===== config.mk =====
export PLATFORM = sky130hd
export DESIGN_NAME = rv4028_bus_responder
export DESIGN_NICKNAME = d
export VERILOG_FILES = /design/src/rtl/rv4028_bus_responder.sv
export SDC_FILE = /design/constraint.sdc
export NUM_CORES = 2
export LEC_CHECK = 0
export ABC_AREA = 1
export BUFFER_PORTS_ARGS = -buffer_cell sky130_fd_sc_hd__buf_2
export CAP_MARGIN = 10
export CORE_MARGIN = 5
export CORE_UTILIZATION = 60
export DETAILED_ROUTE_END_ITERATION = 10
export MAX_ROUTING_LAYER = met4
export PLACE_DENSITY = 0.77
export SKIP_LAST_GASP = 1
export SLEW_MARGIN = 20
export SYNTH_ARGS = -nofsm -noshare
export SYNTH_HDL_FRONTEND = slang
export SYNTH_SLANG_ARGS = --single-unit

===== constraint.sdc =====
create_clock -name clk -period 8.3 [get_ports clk]
set_input_delay 0.415 -clock clk [delete_from_list [all_inputs] [get_ports clk]]
set_output_delay 0.415 -clock clk [all_outputs]
set_load 0.05 [all_outputs]

===== src/rtl/rv4028_bus_responder.sv =====
// RV4028 bus target: claims a configurable address window, inserts wait states
// on wait_n, and serves 16-bit reads and byte-masked writes from word memory.
module rv4028_bus_responder #(
    parameter logic [31:0] BASE_ADDR   = 32'h0000_0000,
    parameter int unsigned ADDR_BITS   = 8,
    parameter bit          IO_SPACE    = 1'b0,
    parameter int unsigned WAIT_STATES = 1
) (
    input  logic        clk,
    input  logic        rst_n,
    input  logic [31:0] addr,
    input  logic        rd_n,
    input  logic        wr_n,
    input  logic [1:0]  msk_n,
    input  logic        iorq_n,
    input  logic        req_n,
    input  logic [15:0] data_in,
    output logic        wait_n,
    output logic [15:0] data_out,
    output logic        data_oe
);

    localparam int unsigned IW    = ADDR_BITS - 1;
    localparam int unsigned WORDS = 1 << IW;
    localparam logic [3:0]  WS    = 4'(WAIT_STATES);

    typedef enum logic [1:0] {
        ST_IDLE,
        ST_WAIT,
        ST_DONE
    } state_t;

    state_t         state;
    logic [3:0]     cnt;
    logic [IW-1:0]  idx_q;
    logic [1:0]     msk_q;
    logic           wr_q;
    logic [15:0]    mem [WORDS];

    logic           sel;
    logic [IW-1:0]  idx_cur;
    logic           unused_addr_bit;

    function automatic logic [15:0] merge(input logic [15:0] old_w,
                                          input logic [15:0] new_w,
                                          input logic [1:0]  m_n);
        logic [15:0] r;
        r = old_w;
        if (!m_n[0]) r[7:0]  = new_w[7:0];
        if (!m_n[1]) r[15:8] = new_w[15:8];
        return r;
    endfunction

    // Simultaneous rd_n/wr_n low is rejected by the XOR term.
    always_comb begin
        sel = !req_n && (rd_n ^ wr_n) && (iorq_n == !IO_SPACE)
              && (addr[31:ADDR_BITS] == BASE_ADDR[31:ADDR_BITS]);
        idx_cur = addr[ADDR_BITS-1:1];
        unused_addr_bit = addr[0];
    end

    // Memory is deliberately left out of the reset branch.
    always_ff @(posedge clk) begin
        if (!rst_n) begin
            state    <= ST_IDLE;
            wait_n   <= 1'b1;
            data_oe  <= 1'b0;
            data_out <= '0;
            cnt      <= '0;
            idx_q    <= '0;
            msk_q    <= '1;
            wr_q     <= 1'b0;
        end else begin
            case (state)
                ST_IDLE: begin
                    if (sel) begin
                        idx_q <= idx_cur;
                        msk_q <= msk_n;
                        wr_q  <= !wr_n;
                        if (WS != 4'd0) begin
                            state  <= ST_WAIT;
                            cnt    <= WS;
                            wait_n <= 1'b0;
                        end else begin
                            state <= ST_DONE;
                            if (!wr_n) begin
                                mem[idx_cur] <= merge(mem[idx_cur], data_in, msk_n);
                            end else begin
                                data_oe  <= 1'b1;
                                data_out <= mem[idx_cur];
                            end
                        end
                    end
                end
                ST_WAIT: begin
                    if (req_n) begin
                        state  <= ST_IDLE;
                        wait_n <= 1'b1;
                    end else if (cnt == 4'd1) begin
                        state  <= ST_DONE;
                        wait_n <= 1'b1;
                        if (wr_q) begin
                            mem[idx_q] <= merge(mem[idx_q], data_in, msk_q);
                        end else begin
                            data_oe  <= 1'b1;
                            data_out <= mem[idx_q];
                        end
                    end else begin
                        cnt <= cnt - 4'd1;
                    end
                end
                ST_DONE: begin
                    if (req_n) begin
                        state    <= ST_IDLE;
                        data_oe  <= 1'b0;
                        data_out <= '0;
                    end
                end
                default: begin
                    state    <= ST_IDLE;
                    wait_n   <= 1'b1;
                    data_oe  <= 1'b0;
                    data_out <= '0;
                end
            endcase
        end
    end

endmodule


# Word level (Yosys, flattened, before mapping)
# Memories as Yosys holds them, arrays and structs flattened. A register that Yosys moved wholly into a read port is not among the register bits.
# Index checks and enable logic that the tools add are counted.
[totals]
memories = 1
inputBits = 56
regBits = 34
ram_bits = 2048
[classes]
n_addsub = 1
n_eq_ne = 10
reduce_logical = 13
bitwise_logic = 3
mux = 43
[memory_table]
columns = ["memory", "words", "word_bits", "rd", "rd_ports_with_merged_regs", "wr", "line", "source"]
rows = [
  ["mem", 128, 16, 1, 1, 1, "38", "logic [15:0] mem [WORDS];"],
]
[ops]
columns = ["op", "count"]
rows = [
  ["$mux 8", 12],
  ["$mux 16", 4],
  ["$pmux 16 s3", 1],
  ["$logic_not 24->1", 1],
  ["$mux 7", 2],
  ["$mux 1", 13],
  ["$mux 4", 3],
  ["$ne 2x2->1 const B", 6],
  ["$mux 2", 4],
  ["$pmux 4 s2", 1],
  ["$pmux 1 s3", 2],
  ["$pmux 2 s3", 1],
  ["$reduce_and 3->1", 2],
  ["$reduce_and 5->1", 1],
  ["$eq 4x1->1 const B", 1],
  ["$reduce_and 4->1", 1],
  ["$sub 4x1->4 const B", 1],
  ["$logic_and 1x1->1", 3],
  ["$ne 3x3->1 const B", 1],
  ["$eq 2x1->1 const B", 1],
  ["$eq 2x2->1 const B", 1],
  ["$logic_not 1->1", 2],
  ["$logic_not 2->1", 1],
  ["$not 1->1", 2],
  ["3 further kinds", 3],
]

# Logic depth before layout (Yosys ltp)
[depth]
ltp_word = 7
mapped_depth = 15

# Worst setup path after synthesis
# Ideal clock, no wire load.
[synth_timing]
path_type = "flip-flop to flip-flop"
startpoint = "reg with a tool-made name"
endpoint = "mem mem[0][1] (data pin)"
path_slack_ns = 2.091
required_ns = 7.332
path_stages_with_launch = 14
arrival_time_ns = 5.241
n_path_buf = 4
path_cell_list = "dfxtp_1 buf_6 clkinv_2 buf_6 buf_6 buf_4 nand2_1 nand3_1 nand3_1 nand3_1 nand3_1 nand3_1 nand3_1 a31oi_1"
[synth_rtl]
columns = ["item", "line"]
rows = [
  ["to (decl)", "38"],
]

==> impl_metrics.json <==
{
  "required_ps": 8780,
  "wl_per_cell_um": 24.48,
  "timing.final.max_slew_violations": 0,
  "status": "finished clean",
  "fp-row-count": 137,
  "hold_viol_final": 0,
  "cts_tree": "built",
  "path_cells": "buf_4, buf_4, nand2_1, nand3_1, nand3_1, nand3_1, nand3_1, nand3_1, nand3_1, a31oi_4, buf_4, buf_4",
  "synthAdderAreaFrac": 0.0002975,
  "crit_arrival_ps": 5890,
  "path_class": "flip-flop to flip-flop",
  "grt_remaining_overflow": 0,
  "numClockSinks": 2089,
  "maxSlewHeadroom": 0.1932,
  "ant_nets": 0,
  "cts_buffers": 194,
  "yosys.area_share.simple": 0.2249,
  "slowest_delay_ps": 880,
  "setup_viol": 0,
  "synth_compound_area_frac": 0.003719,
  "die_h_um": 384.4,
  "clk_path_buf_depth": 3,
  "dieArea_sq_um": 147800,
  "fill_cells": 9284,
  "final_common_cell": "nand2_1",
  "syn_inst": 7012,
  "cp_common_cell": "nand3_1",
  "clk_pin_slew_worst_paths_ps": 60,
  "synth-edff-count": 2048,
  "multi_input_area_sq_um": 19570,
  "final_nets": 7106,
  "fin_crit_sh": 0.6527,
  "finClkSkew_ps": 44.10,
  "worst_pin_slew_ps": 1209,
  "grt_pass1_wl_um": 332600,
  "min_from": "addr[5]",
  "path_max_fanout": 80,
  "grt_max_degree": 210,
  "yosys-mux-area-fraction": 0,
  "vias": 56970,
  "h-tree-depth": 4,
  "drtPass1Iterations": 8,
  "seq_area_sq_um": 62340,
  "syn_nets": 7070,
  "design.portCount": 74,
  "end_kind": "flip-flop",
  "synth_cell_types": 22,
  "post_cts_resized": 0,
  "syn_to_final_growth_pct": 10.64,
  "final_cell_mix": "nand2_1, edfxtp_1, nand3_1",
  "core_area_sq_um": 139400,
  "start_kind": "flip-flop",
  "synth_flop_cell": "edfxtp_1",
  "r2r_slack_ps": 2880,
  "holdCritPathClass": "primary input to flip-flop",
  "viasPerCell": 6.269,
  "critPathSlowestCell": "buf_4",
  "stdcell_area_sq_um": 93060,
  "rr_worst_depth": 12,
  "clk_latency_ps": 840,
  "drc": 0,
  "maxCapViolCount": 0,
  "drtIter0Drc": 8513,
  "hold_path_depth": 3,
  "dpl_cell_area_sq_um": 86710,
  "dieWidth_um": 384.4,
  "rsz0062_at_grt": "no",
  "synth_async_sr_flop_share": 0,
  "layout-drive-gt1-share": 0.08574,
  "peakVddDrop_v": 0.0002561,
  "track_usage": 0.3079,
  "place_congestion": 0.9010,
  "postSynthAreaPerCell_sq_um": 12.00,
  "ys_seq_elements": 2089,
  "ys_warn_count": 0,
  "p_per_area_nw_per_um2": 216.2,
  "whs_ps": 73.28,
  "synth-xor-area-share": 0,
  "rr_endpoint": "mem[77][5]$_DFFE_PP_",
  "netlist_area_sq_um": 84110,
  "grt_pass1_vias": 54700,
  "synth_top_family_by_area": "simple AND/OR/NAND/NOR gates",
  "setup_tns_ps": 0,
  "max_freq_mhz": 184.6,
  "ys_seq_area_frac": 0.7409,
  "wirelength_um": 222400,
  "dp_hpwl_um": 120800,
  "cts_root_buffer": "clkbuf_16",
  "io_buffers": 72,
  "start_util": 0.6035,
  "p_leak_nw": 32.24,
  "layout_min_cycle_time_ps": 5417,
  "antenna_found_initial": 5
}
[worst max-delay path, delay by kind of cell, from the launching register on]
| family | cells | cell delay (ps) |
|---|---|---|
| buffers and inverters | 4 | 2850 |
| AO/OA/AOI/OAI | 1 | 230 |
| flip-flops | 1 | 490 |
| AND/OR/NAND/NOR | 7 | 1330 |
[metrics by stage]
| step | instances | util | setup slack, ps | total power (W) |
|---|---|---|---|---|
| after global placement | 8716 | 0.6222 | 3220 | 0.01165 |
| after floorplan | 7012 | - | 2091 | 0.01163 |
| final | 9087 | 0.6678 | 2883 | 0.02012 |
| after detailed placement | 8716 | 0.6222 | 3123 | 0.01165 |
| after global routing | 9087 | 0.6678 | 2739 | 0.02062 |
| after CTS | 9084 | 0.6677 | 3061 | 0.02014 |
[logic make-up after synthesis]
family | after synthesis
AND/OR/NAND/NOR | 4351
buffers and inverters | 513
adder cells (fa/ha/maj) | 2
AO/OA/AOI/OAI | 57
flip-flops | 2089
[final cells by class]
| cell class | count | share of cell area |
|---|---|---|
| sequential | 2089 | 0.6698 |
| multi-input combinational | 4410 | 0.2103 |
| clock buffer | 237 | 0.05557 |
| timing repair buffer | 306 | 0.02553 |
| tap | 1876 | 0.02522 |
| clock inverter | 119 | 0.01125 |
| inverter | 47 | 0.002259 |
| antenna | 3 | 0.00008067 |
[how the worst max path moves through the flow]
stage                   start                    to  slack, ps  depth (start not counted)
floorplan           flip-flop   mem[0][1]$_DFFE_PP_       2090                         13
global placement    flip-flop  mem[68][5]$_DFFE_PP_       3220                         12
detailed placement  flip-flop  mem[40][0]$_DFFE_PP_       3120                         12
CTS                 flip-flop  mem[27][0]$_DFFE_PP_       3060                         12
global route        flip-flop  mem[11][0]$_DFFE_PP_       2740                         12
finish              flip-flop  mem[77][5]$_DFFE_PP_       2880                         12
[Yosys cell counts, drive strengths merged (2+ instances only)]
cell | number | share of area
a21oi | 29 | 0.0017
nor4 | 4 | 0.00030
ha | 2 | 0.00030
nand2 | 2130 | 0.095
o21ai | 9 | 0.00054
nor3 | 4 | 0.00024
nand3 | 2031 | 0.12
o211ai | 3 | 0.00027
dfxtp | 41 | 0.0098
nand4 | 11 | 0.00082
clkbuf | 84 | 0.0037
a31oi | 16 | 0.0012
edfxtp | 2048 | 0.73
nor2 | 171 | 0.0076
inv | 46 | 0.0021
buf | 382 | 0.024
[repair_timing]
item | 4_1_cts | 5_1_grt
buffers inserted | 0 | 0
setup endpoints to repair | 0 | 0
endpoints found under the hold margin | 15 | 0
hold buffers | 12 | 0
[metal layers]
metal  share of wire  vias up  GRT usage
met5               0        -          -
met4           0.049        0     0.1388
met3            0.12      635    0.06534
met2            0.47     3949     0.4719
met1            0.35    27320     0.4025
li1                -    25070          -
[where the power goes]
group	switching, W	internal (W)	total (W)
clock network	0.00385	0.00484	0.00869
registers	0.00000000000970	0.0114	0.0114
logic	0.0000218	0.0000141	0.0000360
total	0.00387	0.0163	0.0201
[flip-flops by register name, summed over array words and instances (netlist names), named ones only]
name      flops
data_out     16
mem        2048
msk_q         2
state         2
data_oe       1
idx_q         7
cnt           4
wr_q          1
wait_n        1
No activity file was read; power rests on OpenSTA's default activity.
